==> src/rtl/rc4_prga_engine_if.sv <==
// Bus bundle for rc4_prga_engine: run handshake, S RAM port, ciphertext ROM port, plaintext RAM port.
// master = engine side, slave = memories/controller side.
interface rc4_prga_engine_if #(
  parameter int K_W = 8
);
  logic           start;
  logic           busy;
  logic           done;
  logic           ok;
  logic [7:0]     s_addr;
  logic [7:0]     s_data;
  logic           s_wren;
  logic [7:0]     s_q;
  logic [K_W-1:0] rom_addr;
  logic [7:0]     rom_q;
  logic [K_W-1:0] out_addr;
  logic [7:0]     out_data;
  logic           out_wren;

  modport master (
    input  start, s_q, rom_q,
    output busy, done, ok, s_addr, s_data, s_wren, rom_addr, out_addr, out_data, out_wren
  );

  modport slave (
    output start, s_q, rom_q,
    input  busy, done, ok, s_addr, s_data, s_wren, rom_addr, out_addr, out_data, out_wren
  );
endinterface

==> src/rtl/rc4_prga_engine.sv <==
// RC4 keystream (PRGA) decryptor: 10 cycles per byte, S held in an external synchronous RAM.
// Optional macro RC4_VALID_CHECK_EN: stop with ok=0 on the first plaintext byte outside a-z / space.
module rc4_prga_engine #(
  parameter int MSG_LEN = 32,
  parameter int K_W     = 8
) (
  input logic               clock,
  input logic               reset,
  rc4_prga_engine_if.master bus
);

  // state  | meaning
  // IDLE   | waiting for start
  // INC_I  | i <= i+1
  // RD_I   | read S[i]
  // LD_SI  | capture S[i], update j
  // RD_J   | read S[j]
  // LD_SJ  | capture S[j]
  // WR_I   | S[i] <= S[j]
  // WR_J   | S[j] <= S[i]
  // RD_F   | read S[S[i]+S[j]]
  // LD_F   | capture keystream byte
  // WR_OUT | write plaintext, advance k or finish
  // DONE   | one-cycle done pulse
  typedef enum logic [3:0] {
    IDLE, INC_I, RD_I, LD_SI, RD_J, LD_SJ, WR_I, WR_J, RD_F, LD_F, WR_OUT, DONE
  } state_t;

  localparam logic [K_W-1:0] K_LAST = K_W'(MSG_LEN - 1);

  state_t         state, state_nxt;
  logic [7:0]     i, j, si, sj, f;
  logic [K_W-1:0] k;
  logic           ok_r;

  logic [7:0]     s_addr_c, s_data_c;
  logic           s_wren_c, out_wren_c;
  logic [7:0]     plain;
  logic           byte_bad;
  logic           last_byte;

  assign plain     = f ^ bus.rom_q;
  assign last_byte = (k == K_LAST);

`ifdef RC4_VALID_CHECK_EN
  assign byte_bad = !(((plain >= 8'h61) && (plain <= 8'h7A)) || (plain == 8'h20));
`else
  assign byte_bad = 1'b0;
`endif

  always_ff @(posedge clock) begin
    if (reset) begin
      state <= IDLE;
    end else begin
      state <= state_nxt;
    end
  end

  always_ff @(posedge clock) begin
    if (reset) begin
      i    <= 8'h00;
      j    <= 8'h00;
      k    <= '0;
      si   <= 8'h00;
      sj   <= 8'h00;
      f    <= 8'h00;
      ok_r <= 1'b0;
    end else begin
      case (state)
        IDLE: begin
          if (bus.start) begin
            i    <= 8'h00;
            j    <= 8'h00;
            k    <= '0;
            ok_r <= 1'b0;
          end
        end
        INC_I: i <= i + 8'h01;
        LD_SI: begin
          si <= bus.s_q;
          j  <= j + bus.s_q;
        end
        LD_SJ: sj <= bus.s_q;
        LD_F:  f  <= bus.s_q;
        WR_OUT: begin
          // ok is only decided when the run ends; a bad byte ends it early
          if (last_byte || byte_bad) begin
            ok_r <= !byte_bad;
          end else begin
            k <= k + 1'b1;
          end
        end
        default: ;
      endcase
    end
  end

  always_comb begin
    state_nxt  = state;
    s_addr_c   = 8'h00;
    s_data_c   = 8'h00;
    s_wren_c   = 1'b0;
    out_wren_c = 1'b0;
    case (state)
      IDLE:   if (bus.start) state_nxt = INC_I;
      INC_I:  state_nxt = RD_I;
      RD_I: begin
        s_addr_c  = i;
        state_nxt = LD_SI;
      end
      LD_SI:  state_nxt = RD_J;
      RD_J: begin
        s_addr_c  = j;
        state_nxt = LD_SJ;
      end
      LD_SJ:  state_nxt = WR_I;
      WR_I: begin
        s_addr_c  = i;
        s_data_c  = sj;
        s_wren_c  = 1'b1;
        state_nxt = WR_J;
      end
      WR_J: begin
        s_addr_c  = j;
        s_data_c  = si;
        s_wren_c  = 1'b1;
        state_nxt = RD_F;
      end
      RD_F: begin
        s_addr_c  = si + sj;
        state_nxt = LD_F;
      end
      LD_F:   state_nxt = WR_OUT;
      WR_OUT: begin
        out_wren_c = 1'b1;
        state_nxt  = (last_byte || byte_bad) ? DONE : INC_I;
      end
      DONE:   state_nxt = IDLE;
      default: state_nxt = IDLE;
    endcase
  end

  assign bus.busy     = (state != IDLE);
  assign bus.done     = (state == DONE);
  assign bus.ok       = ok_r;
  assign bus.s_addr   = s_addr_c;
  assign bus.s_data   = s_data_c;
  assign bus.s_wren   = s_wren_c;
  assign bus.rom_addr = k;
  assign bus.out_addr = k;
  assign bus.out_wren = out_wren_c;
  // plaintext bus is forced to zero outside the write so it idles at its reset value
  assign bus.out_data = out_wren_c ? plain : 8'h00;

endmodule

==> src/flat_wrapper.sv <==
// flat-port wrapper written by rule: the top's interface ports become plain ports
module rc4_prga_engine_flat 
#(
  parameter int MSG_LEN = 32,
  parameter int K_W     = 8
)
  (clock, reset, bus_start, bus_s_q, bus_rom_q, bus_busy, bus_done, bus_ok, bus_s_addr, bus_s_data, bus_s_wren, bus_rom_addr, bus_out_addr, bus_out_data, bus_out_wren);
  rc4_prga_engine_if #(.K_W(K_W)) bus_i ();
  input logic clock;
  input logic reset;
  input wire logic [$bits(bus_i.start)-1:0] bus_start;
  input wire logic [$bits(bus_i.s_q)-1:0] bus_s_q;
  input wire logic [$bits(bus_i.rom_q)-1:0] bus_rom_q;
  output wire logic [$bits(bus_i.busy)-1:0] bus_busy;
  output wire logic [$bits(bus_i.done)-1:0] bus_done;
  output wire logic [$bits(bus_i.ok)-1:0] bus_ok;
  output wire logic [$bits(bus_i.s_addr)-1:0] bus_s_addr;
  output wire logic [$bits(bus_i.s_data)-1:0] bus_s_data;
  output wire logic [$bits(bus_i.s_wren)-1:0] bus_s_wren;
  output wire logic [$bits(bus_i.rom_addr)-1:0] bus_rom_addr;
  output wire logic [$bits(bus_i.out_addr)-1:0] bus_out_addr;
  output wire logic [$bits(bus_i.out_data)-1:0] bus_out_data;
  output wire logic [$bits(bus_i.out_wren)-1:0] bus_out_wren;
  assign bus_i.start = bus_start;
  assign bus_i.s_q = bus_s_q;
  assign bus_i.rom_q = bus_rom_q;
  assign bus_busy = bus_i.busy;
  assign bus_done = bus_i.done;
  assign bus_ok = bus_i.ok;
  assign bus_s_addr = bus_i.s_addr;
  assign bus_s_data = bus_i.s_data;
  assign bus_s_wren = bus_i.s_wren;
  assign bus_rom_addr = bus_i.rom_addr;
  assign bus_out_addr = bus_i.out_addr;
  assign bus_out_data = bus_i.out_data;
  assign bus_out_wren = bus_i.out_wren;
  rc4_prga_engine #(.MSG_LEN(MSG_LEN), .K_W(K_W)) u_core (.clock(clock), .reset(reset), .bus(bus_i));
endmodule
==> config.mk <==
export PLATFORM = sky130hd
export DESIGN_NAME = rc4_prga_engine_flat
export DESIGN_NICKNAME = d
export VERILOG_FILES = /design/src/rtl/rc4_prga_engine_if.sv /design/src/rtl/rc4_prga_engine.sv /design/src/flat_wrapper.sv
export SDC_FILE = /design/constraint.sdc
export NUM_CORES = 1
export LEC_CHECK = 0
export CAP_MARGIN = 0
export CELL_PAD_IN_SITES_DETAIL_PLACEMENT = 2
export CELL_PAD_IN_SITES_GLOBAL_PLACEMENT = 2
export CORE_AREA = 5 5 111 113
export CTS_BUF_LIST = sky130_fd_sc_hd__clkbuf_8
export DETAILED_ROUTE_END_ITERATION = 12
export DIE_AREA = 0 0 116 118
export GPL_TIMING_DRIVEN = 0
export PLACE_DENSITY_LB_ADDON = 0.1
export SLEW_MARGIN = 20
export SYNTH_ARGS = -nofsm -noshare
export SYNTH_HDL_FRONTEND = slang
export SYNTH_SLANG_ARGS = --single-unit
==> constraint.sdc <==
create_clock -name clock -period 5.83 [get_ports clock]
set_clock_uncertainty 0.1 [all_clocks]
set_input_delay 0.8745 -clock clock [delete_from_list [all_inputs] [get_ports clock]]
set_output_delay 0.8745 -clock clock [all_outputs]
set_load 0.01 [all_outputs]
======== Word level (Yosys, flattened, before mapping) ========
Cells that the tools add are included.
W data, S select, Z words.
storage, ports and cells
  register bits ........................... 53
  bits of input ports ..................... 19
  output and inout port bits .............. 45
  word-level logic and storage cells ...... 56
cells by class
  add/sub/neg operators ................... 4
  equal/unequal tests ..................... 15
  muxes and demuxes ....................... 16
  bitwise operators ....................... 1
  reductions and logical operators ........ 12
operators with widths
  kind                   count
  $pmux W8 S2            4
  $pmux W4 S11           1
  $mux W8                3
  $pmux W8 S3            1
  $add A8 B1 Y8 const B  2
  $add A8 B8 Y8          2
  $eq A4 B3 Y1 const B   4
  $eq A4 B4 Y1 const B   4
  $eq A4 B2 Y1 const B   2
  $eq A8 B5 Y1 const B   1
  $mux W4                2
  $xor A8 B8 Y8          1
  $reduce_and A3 Y1      2
  $reduce_bool A2 Y1     3
  $reduce_or A2 Y1       3
  $eq A4 B1 Y1 const B   1
  $logic_not A4 Y1       1
  $mux W1                4
  $ne A2 B2 Y1 const B   2
  $reduce_and A2 Y1      2
  $reduce_bool A4 Y1     1
  $ne A2 B1 Y1 const B   1
  $pmux W1 S2            1

======== Logic depth before layout (Yosys ltp) ========
Gate-level depths: netlist of run 1.
  depth in word-level cells ............... 3
  depth in mapped cells ................... 8
  mapped depth without buffers ............ 7

======== Worst setup path after synthesis of run 1 ========
Ideal clock, no wire load.
  path type ............................... reg2out
  from .................................... register u_core.sj[0]
  to ...................................... output bus_s_addr[6]
  data arrival time ....................... 1.749 ns
  data required time ...................... 4.856 ns
  slack ................................... 3.106 ns
  cell stages (with the launch flop) ...... 8
  buffers on the path ..................... 0
  cell sequence ........................... dfxtp_1 -> ha_1 -> fa_1 -> a21o_1 -> a21o_1 -> a21oi_1 -> mux2i_1 -> o21ai_1
between the ends
  cells in the longest elaborated chain, start to end .. 2
ends and longest elaborated chain
  item                    line                    RTL
  from (decl)             rc4_prga_engine.sv:32   logic [7:0] i, j, si, sj, f;
  from (signal assigned)  rc4_prga_engine.sv:83   LD_SJ: sj <= bus.s_q;
  $add A8 B8 Y8           rc4_prga_engine.sv:130  s_addr_c = si + sj;
  $pmux W8 S3             rc4_prga_engine.sv:104  case (state)
  to (decl)               flat_wrapper.sv:17      output wire logic [$bits(bus_i.s_addr)-1:0] bus_s_addr;
Every way passes these cells.

======== Worst setup path after layout of run 1 ========
Same ends and word-level chain as after synthesis.

==> results of run 1 <==
per-layer routing:
metal  wire length [um]  vias up
li1                   -     1548
met1               5330     1588
met2               5690       41
met3                292        5
met4                 44        0
met5                  0        -
stage by stage:
| stage | util (%) | total power [mW] | cells |
|---|---|---|---|
| after floorplan | - | 0.464 | 400 |
| after global placement | 36.3 | 0.518 | 606 |
| after detailed placement | 36.3 | 0.521 | 606 |
| after CTS | 37.3 | 0.792 | 614 |
| after global routing | 37.3 | 0.817 | 614 |
| final | 37.3 | 0.783 | 614 |
flip-flops by register name, indices dropped and copies added (netlist names):
signal	flops
u_core.i	8
u_core.bus.ok	1
u_core.bus.out_addr	8
u_core.f	8
u_core.j	8
u_core.sj	8
u_core.state	4
u_core.si	8
area by class of cell:
class	instances	share of cell area, %
clock buffer	6	1.97
inverter	8	0.837
buffer	25	3.38
sequential	53	25.3
multi-input combinational	314	48.3
timing repair buffer	63	15.1
clock inverter	2	0.807
tap	143	4.27
kinds of logic after synthesis:
logic type                 Yosys count  share of synthesized area, %
adders and majority gates           18                          7.37
buffers and inverters               33                          5.41
xor gates and xnor gates            23                          6.18
muxes                               11                          3.42
AOI/OAI and AO/OA                  102                          21.3
and+or+nand+nor                    160                          23.8
DFF                                 53                          32.5
worst paths after layout:
| kind | endpoint | start | slack [ns] | cells past startpoint |
|---|---|---|---|---|
| max | bus_s_addr[6] | u_core.sj[0]$_SDFFE_PP0N_ | 2.10 | 8 |
| min | u_core.f[7]$_SDFFE_PP0P_ | u_core.f[7]$_SDFFE_PP0P_ | 0.38 | 2 |
| max reg2reg | u_core.state[3]$_SDFFE_PP0P_ | u_core.bus.out_addr[0]$_SDFFE_PP0P_ | 3.67 | 6 |
| min reg2reg | u_core.f[7]$_SDFFE_PP0P_ | u_core.f[7]$_SDFFE_PP0P_ | 0.38 | 2 |
placed cells by master (no fill, tap or decap), drive strengths merged, types with 7 or more instances in the layout:
| master | count |
|---|---|
| nand2 | 67 |
| clkdlybuf4s50 | 63 |
| dfxtp | 53 |
| a21oi | 46 |
| nor2 | 38 |
| xnor2 | 20 |
| ha | 16 |
| nand3 | 16 |
| buf | 16 |
| clkbuf | 15 |
| o21ai | 13 |
| mux2i | 10 |
| inv | 8 |
| a21o | 7 |
| a211oi | 7 |
power by group through the flow:
stage | clock [mW] | sequential (mW) | combinational, mW
3_3_place_gp | 0 | 0.386 | 0.132
4_1_cts | 0.278 | 0.378 | 0.136
2_1_floorplan | 0 | 0.384 | 0.0801
3_5_place_dp | 0 | 0.386 | 0.135
6_report | 0.272 | 0.378 | 0.133
5_1_grt | 0.292 | 0.379 | 0.146
worst reg2reg max path: cells and delay by family (launching register included):
kind | cells | cell delay, ns
AND/OR/NAND/NOR | 2 | 0.72
AO/OA/AOI/OAI | 3 | 0.60
flip-flops | 1 | 0.42
adder cells (fa/ha/maj) | 1 | 0.22
==> flow_metrics.tcl, run 1 <==
set metrics [dict create \
    clkPwrFrac_pct 34.7 \
    die_y_um 118 \
    grt_overflow 0 \
    drt_iter0_drc 51 \
    synth_nets 437 \
    fmax_mhz 268 \
    intPower_mw 0.561 \
    cts-root-buf "clkbuf_8" \
    dp_hpwl_mm 8.92 \
    crit_fanout 3 \
    cap_violations 0 \
    multi_input_area_um2 2020 \
    synth.most_common_cell "nand2_1" \
    critical-path-top-delay-family "compound AO/OA/AOI/OAI gates" \
    antenna_left 0 \
    max_slew_margin_pct 46.8 \
    seqCellArea_um2 1060 \
    first_pass_iters 4 \
    critPathLaunchType "flip-flop" \
    finalCriticalPeriod_ns 3.73 \
    cts_resized 0 \
    insertion_delay_ns 0.32 \
    cpMostUsedCell "a21o_1" \
    worstPathRequired_ns 4.86 \
    grtUsageMet3_pct 2.31 \
    vias 3182 \
    areaGrowthSynthToFinish_pct 28.4 \
    arrival_ns 2.76 \
    cp_cell_sequence "ha_1 > fa_1 > a21o_1 > a21o_1 > a21oi_1 > mux2i_1 > o21ai_1 > clkdlybuf4s50_1" \
    syn_area_per_cell_um2 8.15 \
    wl_mm 11.4 \
    irDropWorstVdd_mv 0.0959 \
    finalMaxSlewViolations 0 \
    grt_max_degree 16 \
    die-area_um2 13700 \
    antenna_cells 0 \
    yosysTopAreaCell "dfxtp_1" \
    layout-drive-gt1-share_pct 8.07 \
    outcome "finished, final reports clean" \
    hold_viol_final 0 \
    grt_first_pass_wirelength_mm 18.3 \
    placed_area_um2 4070 \
    routedWlPerCell_um 18.5 \
    core-area_um2 11200 \
    die_x_um 116 \
    n_fill_cell 1328 \
    antenna_found_initial 0 \
    cts_buffers 5 \
    syn-cell-area_um2 3260 \
    clock_path_buffers 2 \
    cts_setup_buffers 0 \
    ys_seq_area_share_pct 32.5 \
    hold_path.class "flip-flop to flip-flop" \
    vias_per_cell 5.18 \
    met2_usage_pct 29.6 \
    portBuffers 63 \
    cp_slowest_stage_delay_ns 0.57 \
    clk_pin_slew_worst_paths_ns 0.11 \
    setup_slack_ns 2.10 \
    tns_ns 0 \
    critPathKind "flip-flop to primary output" \
    synth_edf_count 0 \
    pin_count 64 \
    track_usage_pct 16.8 \
    ctsHoldBuffers 0 \
    grt_pass1_vias 3398 \
    fin_nets 507 \
    yosys-top-cells-area "dfxtp_1, nand2_1, a21oi_1" \
    tightestPinTransition_ns 0.798 \
    path_buf_inv 1 \
    yosysWarnings 0 \
    drc_errors 0 \
    synth_top_area_share_pct 32.5 \
    synth_cell_types 58 \
    grt_util_met1_pct 22.1 \
    cts_sinks 53 \
    switchingPower_mw 0.222 \
    synth_cells 400 \
    async_flop_share_pct 0 \
    stdcell_area_um2 4190 \
    cts_htree_levels 2 \
    ys.flop_type "dfxtp_1" \
    finalCritPeriodShare_pct 64.0 \
    p_per_area_nw_per_um2 187 \
    p_comb_share_pct 17.0 \
    p_sw_share_pct 28.3 \
    row_count 39 \
    synthTopCellsByCount "nand2_1, dfxtp_1, a21oi_1" \
    post-place-ws_ns 2.42 \
    power_leakage_nw 1.50 \
    cp-end-kind "primary output" \
    grt_setup_unrepaired "false" \
    setup_viol 0 \
    initial_core_util_pct 29.1 \
    top_usage_layer "met2" \
    p_seq_share_pct 48.2 \
    ys_ff_latch 53 \
    cts_tree "done" \
    gp_congestion 0.809 \
    critPathSlowestCell "clkdlybuf4s50_1" \
    hold_ws_ns 0.377 \
]
(Power assumes the default switching activity.)
==> run 2: changes to the inputs <==
Settings changed: CORE_AREA 5 5 111 113 to 5 5 114 116, DIE_AREA 0 0 116 118 to 0 0 119 121.
Clock period 5.83 ns to 3.2 ns, I/O delays scaled along.
==> flow_metrics.tcl, run 2 (synthesized netlist as in run 1, its figures left out) <==
set metrics [dict create \
    outcome "finished, final reports clean" \
    drc_errors 0 \
    critPathSlowestCell "fa_2" \
    max_slew_margin_pct 57.0 \
    power_mw 1.37 \
    cp-end-kind "primary output" \
    grt_first_pass_wirelength_mm 18.7 \
    tns_ns 0 \
    first_pass_iters 4 \
    dp_hpwl_mm 8.94 \
    grt_overflow 0 \
    tightestPinTransition_ns 0.645 \
    areaGrowthSynthToFinish_pct 28.9 \
    fmax_mhz 326 \
    cts-root-buf "clkbuf_8" \
    grt_max_degree 16 \
    clkPwrFrac_pct 32.0 \
    cts_sinks 53 \
    setup_viol 0 \
    routedWlPerCell_um 18.6 \
    portBuffers 63 \
    finalNonFillerCells 616 \
    cpMostUsedCell "a21o_1" \
    arrival_ns 2.49 \
    switchingPower_mw 0.403 \
    die_y_um 121 \
    irDropWorstVdd_mv 0.148 \
    pin_count 64 \
    clock_path_buffers 2 \
    crit_fanout 3 \
    place_inst 610 \
    cts_tree "done" \
    p_comb_share_pct 17.7 \
    p_seq_share_pct 50.3 \
    die-area_um2 14400 \
    p_per_area_nw_per_um2 326 \
    cap_violations 0 \
    wl_mm 11.4 \
    cts_htree_levels 2 \
    p_sw_share_pct 29.4 \
    layout-drive-gt1-share_pct 10.0 \
    power_leakage_nw 1.52 \
    worstPathRequired_ns 2.62 \
    stdcell_area_um2 4200 \
    final_cell_mix "nand2_1, clkdlybuf4s50_1, dfxtp_1, a21oi_1, nor2_1" \
    cp_cell_sequence "ha_1 > fa_2 > a21o_1 > a21o_1 > a21oi_1 > mux2i_1 > o21ai_1 > dlygate4sd2_1" \
    initial_core_util_pct 27.6 \
    finalCriticalPeriod_ns 3.07 \
    hold_viol_final 0 \
    grt_pass1_vias 3357 \
    vias_per_cell 5.13 \
    core-area_um2 11800 \
    intPower_mw 0.965 \
    antenna_cells 0 \
    gp_congestion 0.795 \
    cts_buffers 5 \
    drt_iter0_drc 114 \
    hold_ws_ns 0.368 \
    track_usage_pct 16.3 \
    critPathLaunchType "flip-flop" \
    critPathKind "flip-flop to primary output" \
    vias 3162 \
    cp_slowest_stage_delay_ns 0.39 \
    antenna_found_initial 0 \
    hold_path.class "flip-flop to flip-flop" \
    clk_pin_slew_worst_paths_ns 0.10 \
    final_common_cell "nand2_1" \
    die_x_um 119 \
    insertion_delay_ns 0.32 \
    finalMaxSlewViolations 0 \
    cts_setup_buffers 0 \
    grt_setup_unrepaired "false" \
    antenna_left 0 \
    row_count 40 \
    finalCritPeriodShare_pct 95.9 \
    fin_nets 505 \
    placed_area_um2 4080 \
]
[run 2: power by group through the flow]
stage	Combinational, mW	Clock, mW	Sequential, mW
finish	0.242	0.437	0.688
global route	0.268	0.480	0.691
CTS	0.248	0.458	0.689
detailed placement	0.246	0	0.704
global placement	0.241	0	0.703
floorplan	0.146	0	0.700
[run 2: area by class of cell]
| class | count | area [um^2] |
|---|---|---|
| Clock buffer | 7 | 96.3 |
| Buffer | 23 | 134 |
| Inverter | 8 | 35.0 |
| Sequential cell | 53 | 1060 |
| Fill cell | 1402 | 7610 |
| Multi-Input combinational cell | 314 | 2050 |
| Timing Repair Buffer | 63 | 631 |
| Clock inverter | 1 | 5.00 |
| Tap cell | 147 | 184 |
[run 2: path summary, 6_finish.rpt]
kind	startpoint	to	slack (ns)	depth (start not counted)
hold reg to reg	u_core.bus.ok$_SDFFE_PP0P_	u_core.bus.ok$_SDFFE_PP0P_	0.37	2
setup reg to reg	u_core.state[0]$_SDFFE_PP0P_	u_core.i[6]$_SDFFE_PP0P_	1.08	6
hold / removal	u_core.bus.ok$_SDFFE_PP0P_	u_core.bus.ok$_SDFFE_PP0P_	0.37	2
setup / recovery	u_core.sj[0]$_SDFFE_PP0N_	bus_s_addr[6]	0.13	8
[run 2: per-layer routing]
metal	up-vias	track usage, %	wire length [um]
met2	55	28.8	5730
met5	-	0	0
met3	7	2.61	511
met1	1559	20.5	5110
li1	1541	-	-
met4	0	4.06	107
[run 2: critical path, delay by kind of cell (launching register included)]
| kind | cells | cell delay [ns] |
|---|---|---|
| compound gates | 4 | 0.66 |
| fa+ha+maj | 2 | 0.65 |
| flops | 1 | 0.35 |
| buf+inv | 1 | 0.31 |
| mux | 1 | 0.20 |
[run 2: through the flow]
stage,utilization [%],setup slack [ns]
2_1_floorplan,-,0.871
3_3_place_gp,34.5,0.206
3_5_place_dp,34.5,0.202
4_1_cts,35.5,0.0102
5_1_grt,35.6,0.00472
6_report,35.6,0.131
[run 2: repair_timing]
action                                  CTS  global route
resized for setup                         7             8
hold buffers                              0             0
endpoints found under the setup margin    7             6
==> run 3: changes to the inputs <==
Settings changed: CORE_AREA 5 5 114 116 to 5 5 131 102, DIE_AREA 0 0 119 121 to 0 0 136 107.
==> flow_metrics.tcl, run 3 (synthesized netlist as in run 1, its figures left out) <==
set metrics [dict create \
    portBuffers 63 \
    row_count 35 \
    drc_errors 0 \
    routedWlPerCell_um 18.7 \
    irDropWorstVdd_mv 0.157 \
    dp_hpwl_mm 9.30 \
    wl_mm 11.9 \
    track_usage_pct 16.6 \
    final_cell_mix "nand2_1, clkdlybuf4s50_1, dfxtp_1, a21oi_1, nor2_1" \
    outcome "finished, final reports clean" \
    hold_ws_ns 0.379 \
    cts_htree_levels 2 \
    antenna_cells 0 \
    timing.rr.end "u_core.j[7]$_SDFFE_PP0P_" \
    path_buf_inv 1 \
    critical-path-top-delay-family "compound AO/OA/AOI/OAI gates" \
    power_leakage_nw 1.52 \
    cap_violations 0 \
    layout-drive-gt1-share_pct 10.0 \
    core-area_um2 12000 \
    die_y_um 107 \
    areaGrowthSynthToFinish_pct 29.2 \
    vias_per_cell 5.02 \
    tns_ns 0 \
    max_slew_margin_pct 53.2 \
    stdcell_area_um2 4210 \
    antenna_found_initial 0 \
    final_common_cell "nand2_1" \
    cp-end-kind "primary output" \
    hold_path.class "flip-flop to flip-flop" \
    critical_path.startpoint "u_core.sj[0]$_SDFFE_PP0N_" \
    die-area_um2 14600 \
    grt_setup_unrepaired "false" \
    gp_congestion 0.810 \
    finalMaxSlewViolations 0 \
    antenna_left 0 \
    cpMostUsedCell "a21o_1" \
    tightestPinTransition_ns 0.702 \
    grt_pass1_vias 3369 \
    setup_slack_ns 0.133 \
    cts_tree "done" \
    cts-root-buf "clkbuf_8" \
    hold_viol_final 0 \
    place_inst 629 \
    r2r_start "u_core.j[1]$_SDFFE_PP0P_" \
    arrival_ns 2.49 \
    die_x_um 136 \
    cp_slowest_stage_delay_ns 0.37 \
    grt_overflow 0 \
    drt_iter0_drc 120 \
    placed_area_um2 4100 \
    fmax_mhz 326 \
    insertion_delay_ns 0.33 \
    crit_fanout 3 \
    min_from "u_core.f[6]$_SDFFE_PP0P_" \
    post-place-ws_ns 0.181 \
    fin_nets 506 \
    finalNonFillerCells 635 \
    pin_count 64 \
    critPathKind "flip-flop to primary output" \
    reg2regPathDepth 6 \
    utilization_pct 35.2 \
    rrSetupSlack_ns 1.03 \
    grt_max_degree 16 \
    min_path_cells 2 \
    cts_setup_buffers 0 \
    cts_buffers 5 \
    power_mw 1.35 \
    initial_core_util_pct 27.3 \
    first_pass_iters 4 \
    grt_first_pass_wirelength_mm 18.9 \
    vias 3185 \
    min_to "u_core.f[6]$_SDFFE_PP0P_" \
    critPathSlowestCell "fa_2" \
    finalCritPeriodShare_pct 95.8 \
    multi_input_area_um2 2050 \
    worstPathRequired_ns 2.62 \
    n_fill_cell 1386 \
    p_per_area_nw_per_um2 321 \
    critPathLaunchType "flip-flop" \
    finalCriticalPeriod_ns 3.07 \
    clock_path_buffers 2 \
    setup_viol 0 \
    cp_cell_sequence "ha_2 > fa_2 > a21o_1 > a21o_1 > a21oi_1 > mux2i_1 > o21ai_1 > dlygate4sd2_1" \
    clk_pin_slew_worst_paths_ns 0.11 \
    seqCellArea_um2 1060 \
    cts_sinks 53 \
]
## run 3: changes by cell type in the layout (fill, tap and decap cells not counted), sizes merged
cell	change
dlygate4sd2	+1
clkdlybuf4s50	-1
clkinv	-1
clkinvlp	+1
## run 3: layout make-up
type                            count  share of cell area, %
Clock inverter                      1                  0.178
Tap cell                          166                   4.93
Buffer                             24                   3.30
Sequential cell                    53                   25.3
Multi-Input combinational cell    314                   48.6
Inverter                            8                  0.832
Clock buffer                        6                   1.96
Timing Repair Buffer               63                   14.9
## run 3: worst max path at each step
| stage | slack [ns] | to | cells after the start |
|---|---|---|---|
| after floorplan | 0.87 | bus_s_addr[6] | 7 |
| after global placement | 0.20 | bus_s_addr[6] | 8 |
| after detailed placement | 0.18 | u_core.j[7]$_SDFFE_PP0P_ | 7 |
| after CTS | 0.02 | bus_s_addr[5] | 7 |
| after global routing | 0.02 | bus_s_addr[3] | 6 |
| final | 0.13 | bus_s_addr[6] | 8 |
## run 3: power by group
group          leakage, nW  internal, mW  switching, mW
logic                 1.05        0.0965          0.148
clock network       0.0433         0.172          0.245
registers            0.429         0.673         0.0158
## run 3: routing by layer
layer / vias up / routed length (um) / GRT usage (%)
li1: 1547 / - / -
met1: 1578 / 5870 / 23.5
met2: 53 / 5380 / 26.5
met3: 7 / 548 / 2.95
met4: 0 / 95 / 3.38
met5: - / 0 / 0
## run 3: tightest hold or removal path, delay by kind of cell, from the launching register on
family / cells / cell delay [ns]
and+or+nand+nor: 1 / 0.06
AOI/OAI and AO/OA: 1 / 0.05
DFF: 1 / 0.33
## run 3: what timing repair did
action | in CTS | in global routing
hold buffers | 0 | 0
gates resized for setup | 9 | 5
endpoints found under the hold margin | 0 | 0
endpoints found under the setup margin | 5 | 6
==> patch 1 (flow settings as in run 2) <==
Re-encode `state_t` (12 states) as one-hot, 12 bits wide.
--- a/src/rtl/rc4_prga_engine.sv
+++ b/src/rtl/rc4_prga_engine.sv
@@ -22,8 +22,8 @@
   // LD_F   | capture keystream byte
   // WR_OUT | write plaintext, advance k or finish
   // DONE   | one-cycle done pulse
-  typedef enum logic [3:0] {
-    IDLE, INC_I, RD_I, LD_SI, RD_J, LD_SJ, WR_I, WR_J, RD_F, LD_F, WR_OUT, DONE
+  typedef enum logic [11:0] {
+    IDLE = 12'b000000000001, INC_I = 12'b000000000010, RD_I = 12'b000000000100, LD_SI = 12'b000000001000, RD_J = 12'b000000010000, LD_SJ = 12'b000000100000, WR_I = 12'b000001000000, WR_J = 12'b000010000000, RD_F = 12'b000100000000, LD_F = 12'b001000000000, WR_OUT = 12'b010000000000, DONE = 12'b100000000000
   } state_t;
 
   localparam logic [K_W-1:0] K_LAST = K_W'(MSG_LEN - 1);
Formal check against the unedited RTL: no difference found for any inputs over 10 cycles, from zero or initial values and one cycle with reset high; not proved beyond that.
==> patch 1 against run 2 <==
  * Power is 24% higher
  * Synthesized area increased by 3.8%
  * Setup slack worse by 0.075 ns
  * First-iteration DRC count decreased by 49%
  * Critical path depth is 1 lower
  * Die area is the same
  * Count of clock-buffer cells in the layout is 7 higher
  * Non-clock buffer count grew 7
  * Sequential cell count up 8
  * Final area up 9.1%
  * Maximum frequency fell by 2.4%
  * Wire length up 3.9%
  * Largest power group unchanged
==> patch 1: results (changes against run 2) <==
* Post-synthesis sequential area ratio at 36.1% (+3.5 points)
* Net Count, Synth at 434 (-0.69%)
* Most area-consuming cells after synthesis: dfxtp_1 36%, nor2_1 8.2%, xnor2_1 6.2%
* Wire per inst at 18.9 um (+1.6%)
* Sw power at 0.472 mW (+17%)
* CTS buffer count at 9 (+4)
* Slew headroom at 40.2% (-17 points)
* Static Leak at 1.87 nW (+23%)
* Worst-path clk slew at 0.07 ns (-0.03 ns)
* DRT iter0 DRCs at 58 (-49%)
* Final #Nets at 516 (+2.2%)
* Filler cell count at 1362 (-2.9%)
* Post-synthesis xor/xnor area fraction at 8.80% (+2.6 points)
* Post-synth cell types at 51 (-12%)
* GRT Overall Usage at 16.8% (+0.53 points)
* DR vias at 3195 (+1.0%)
* Slowest cell on the critical path: or4_4
* Fraction of layout cells with a size suffix above 1 at 13.7% (+3.6 points)
* Wire length on met1 at 5220 um (+2.3%)
* Crit-path max cell delay at 0.49 ns (+0.10 ns)
* Status: completed
* Synth cell count leaders: 74 x nor2_1, 61 x dfxtp_1, 33 x nand2_1, 24 x xnor2_1, 18 x a21oi_1
* Cts repair resizes at 52 (+45)
* Largest register FFs at 12
* Worst skew pair latency at 0.36 ns (+0.04 ns)
* CP delay by family, top: simple AND/OR/NAND/NOR gates
* Worst reg2reg path startpoint: u_core.j[1]$_SDFFE_PP0P_
* Post-synthesis mux area share at 4.73% (+1.3 points)
* Crit path max fanout at 9 (+6)
* Routed wl met3 at 306 um (-40%)
* DPL Wire Length at 8870 um (-0.82%)
* Worst r2r path cells at 7 (+1)
* Largest net degree at the start of global routing at 11 (-5)
* Synth Area in Adders at 7.10% (-0.27 points)
* Cells after DPL at 607 (-0.49%)
* Peak VDD IR at 124 uV (-16%)
* Critical Path Source: u_core.state[7]$_SDFFE_PP0P_
* Reg-to-reg slack, setup at 0.72 ns (-0.36 ns)
* Vias in the first global route at 3508 (+4.5%)
* Crit path to: bus_s_addr[3]
* RD Place Congestion at 0.783 (-1.5%)
* Non-Filler Instances at 630 (+2.3%)
* Complex-gate fraction of the synthesized area at 13.9% (-7.4 points)
* Length of routed met2 wiring at 6140 um (+7.3%)
* Hold Path Origin: u_core.si[0]$_SDFFE_PP0P_
[patch 1: power by group through the flow]
| stage | clock (mW) | combinational, mW | sequential [mW] |
|---|---|---|---|
| floorplan | 0 | 0.118 | 0.790 |
| global placement | 0 | 0.199 | 0.793 |
| detailed placement | 0 | 0.204 | 0.794 |
| CTS | 0.735 | 0.212 | 0.776 |
| global route | 0.758 | 0.236 | 0.776 |
| finish | 0.711 | 0.215 | 0.775 |
[patch 1: through the flow]
step	setup TNS [ns]	worst slack [ns]	hold WS, ns	total power, mW	area, um^2
2_1_floorplan	0	0.548	0.353	0.908	3390
3_3_place_gp	-5.17	-0.561	0.367	0.991	4200
3_5_place_dp	-6.77	-0.639	0.376	0.998	4200
4_1_cts	-0.0596	-0.0596	0.386	1.72	4510
5_1_grt	-0.150	-0.0306	0.416	1.77	4590
6_report	0	0.0560	0.387	1.70	4590
[patch 1: worst min-delay path by stage]
| stage | cells after the start | to |
|---|---|---|
| 5_1_grt | 2 | u_core.si[4]$_SDFFE_PP0P_ |
| 3_3_place_gp | 2 | u_core.si[0]$_SDFFE_PP0P_ |
| 3_5_place_dp | 2 | u_core.si[0]$_SDFFE_PP0P_ |
| 4_1_cts | 2 | u_core.si[0]$_SDFFE_PP0P_ |
| 2_1_floorplan | 2 | u_core.si[0]$_SDFFE_PP0P_ |
| 6_report | 2 | u_core.si[0]$_SDFFE_PP0P_ |
[patch 1: cell type report]
cell class,instances,share of cell area [%]
sequential,61,26.8
tap,147,4.01
clock inverter,1,0.0819
multi-input combinational,306,45.8
buffer,21,2.84
timing repair buffer,72,15.6
clock buffer,14,4.20
inverter,8,0.655
[patch 1: per-layer routing]
layer / track usage, % / vias up
li1: - / 1553
met1: 19.0 / 1579
met2: 31.1 / 48
met3: 3.03 / 15
met4: 6.52 / 0
met5: 0 / -
==> patch 2 (flow settings as in run 2) <==
Made on the original files. `K_W` is set to 8 in 3 places; all go to 9.
--- a/src/rtl/rc4_prga_engine_if.sv
+++ b/src/rtl/rc4_prga_engine_if.sv
@@ -1,7 +1,7 @@
 // Bus bundle for rc4_prga_engine: run handshake, S RAM port, ciphertext ROM port, plaintext RAM port.
 // master = engine side, slave = memories/controller side.
 interface rc4_prga_engine_if #(
-  parameter int K_W = 8
+  parameter int K_W = 9
 );
   logic           start;
   logic           busy;
--- a/src/rtl/rc4_prga_engine.sv
+++ b/src/rtl/rc4_prga_engine.sv
@@ -2,7 +2,7 @@
 // Optional macro RC4_VALID_CHECK_EN: stop with ok=0 on the first plaintext byte outside a-z / space.
 module rc4_prga_engine #(
   parameter int MSG_LEN = 32,
-  parameter int K_W     = 8
+  parameter int K_W     = 9
 ) (
   input logic               clock,
   input logic               reset,
--- a/src/flat_wrapper.sv
+++ b/src/flat_wrapper.sv
@@ -2,7 +2,7 @@
 module rc4_prga_engine_flat 
 #(
   parameter int MSG_LEN = 32,
-  parameter int K_W     = 8
+  parameter int K_W     = 9
 )
   (clock, reset, bus_start, bus_s_q, bus_rom_q, bus_busy, bus_done, bus_ok, bus_s_addr, bus_s_data, bus_s_wren, bus_rom_addr, bus_out_addr, bus_out_data, bus_out_wren);
   rc4_prga_engine_if #(.K_W(K_W)) bus_i ();
Ports: changed (resized bus_out_addr and bus_rom_addr); port bits go from 64 to 66. No check against the original RTL was run, so the function may have changed too.
==> patch 2 against run 2 <==
  * Wire length increased by 7.3%
  * Sequential cell count increased by 1
  * Setup slack improved by 0.025 ns
  * Power increased by 15%
  * Synthesized cell count increased by 4.3%
  * Synthesized area increased by 3.0%
  * Final area increased by 4.3%
  * Critical path type unchanged
  * Critical endpoint is now bus_s_addr[2]
  * Largest cell class unchanged
==> patch 2: results (changes against run 2) <==
* Crit-path max cell delay at 0.53 ns (+0.14 ns)
* Worst reg2reg path startpoint: u_core.state[2]$_SDFFE_PP0P_
* Status: completed
* Static Leak at 1.57 nW (+3.2%)
* Arr. time, crit path at 2.46 ns (-0.03 ns)
* Vias in the first global route at 3588 (+6.9%)
* Sw power at 0.450 mW (+12%)
* DPL Wire Length at 9430 um (+5.4%)
* Hold slack at 0.380 ns (+0.0119 ns)
* Net Count, Synth at 454 (+3.9%)
* Clock buf/inv share at 3.26% (+0.84 points)
* Filler cell count at 1382 (-1.4%)
* Placement Cell Area at 4190 um^2 (+2.9%)
* Multi-input combinational area share at 48.0% (-0.90 points)
* Layout non-clock buf frac at 19.0% (+0.85 points)
* Port Buf Inserts at 65 (+3.2%)
* M2 GR Usage at 31.7% (+2.9 points)
* Inverters at 10 (+2)
* Sequential share of power at 44.8% (-5.5 points)
* Slowest cell on the critical path: clkdlybuf4s50_1
* Cts repair resizes at 9 (+2)
* #MultiIn Comb at 323 (+2.9%)
* GRT Overall Usage at 17.3% (+1.0 points)
* Peak VDD IR at 142 uV (-4.1%)
* WHS Endpoint: u_core.f[7]$_SDFFE_PP0P_
* Post-synthesis sequential area ratio at 32.2% (-0.36 points)
## patch 2: cell types whose count changed in the layout (fill, tap and decap cells not counted), sizes merged, moves of 4 or more
cell    change
a311oi      +4
clkbuf      +5
mux2i       +6
nand2      -13
nor2        +5
nor3b       +4
o211ai      -4
o21ai       +4
xnor2       -9
## patch 2: kinds of logic after synthesis
kind of cell	synth area share (%)
flip-flops	32.2
AO/OA/AOI/OAI	18.5
multiplexers	5.88
XOR/XNOR	4.43
AND/OR/NAND/NOR	25.7
buffers and inverters	6.11
adder cells (fa/ha/maj)	7.15
## patch 2: critical path: cells and delay by family (launching register included)
kind,cells,cell delay [ns]
buffers and inverters,2,0.59
AND/OR/NAND/NOR,2,0.38
adder cells (fa/ha/maj),2,0.62
AO/OA/AOI/OAI,1,0.17
flip-flops,1,0.38
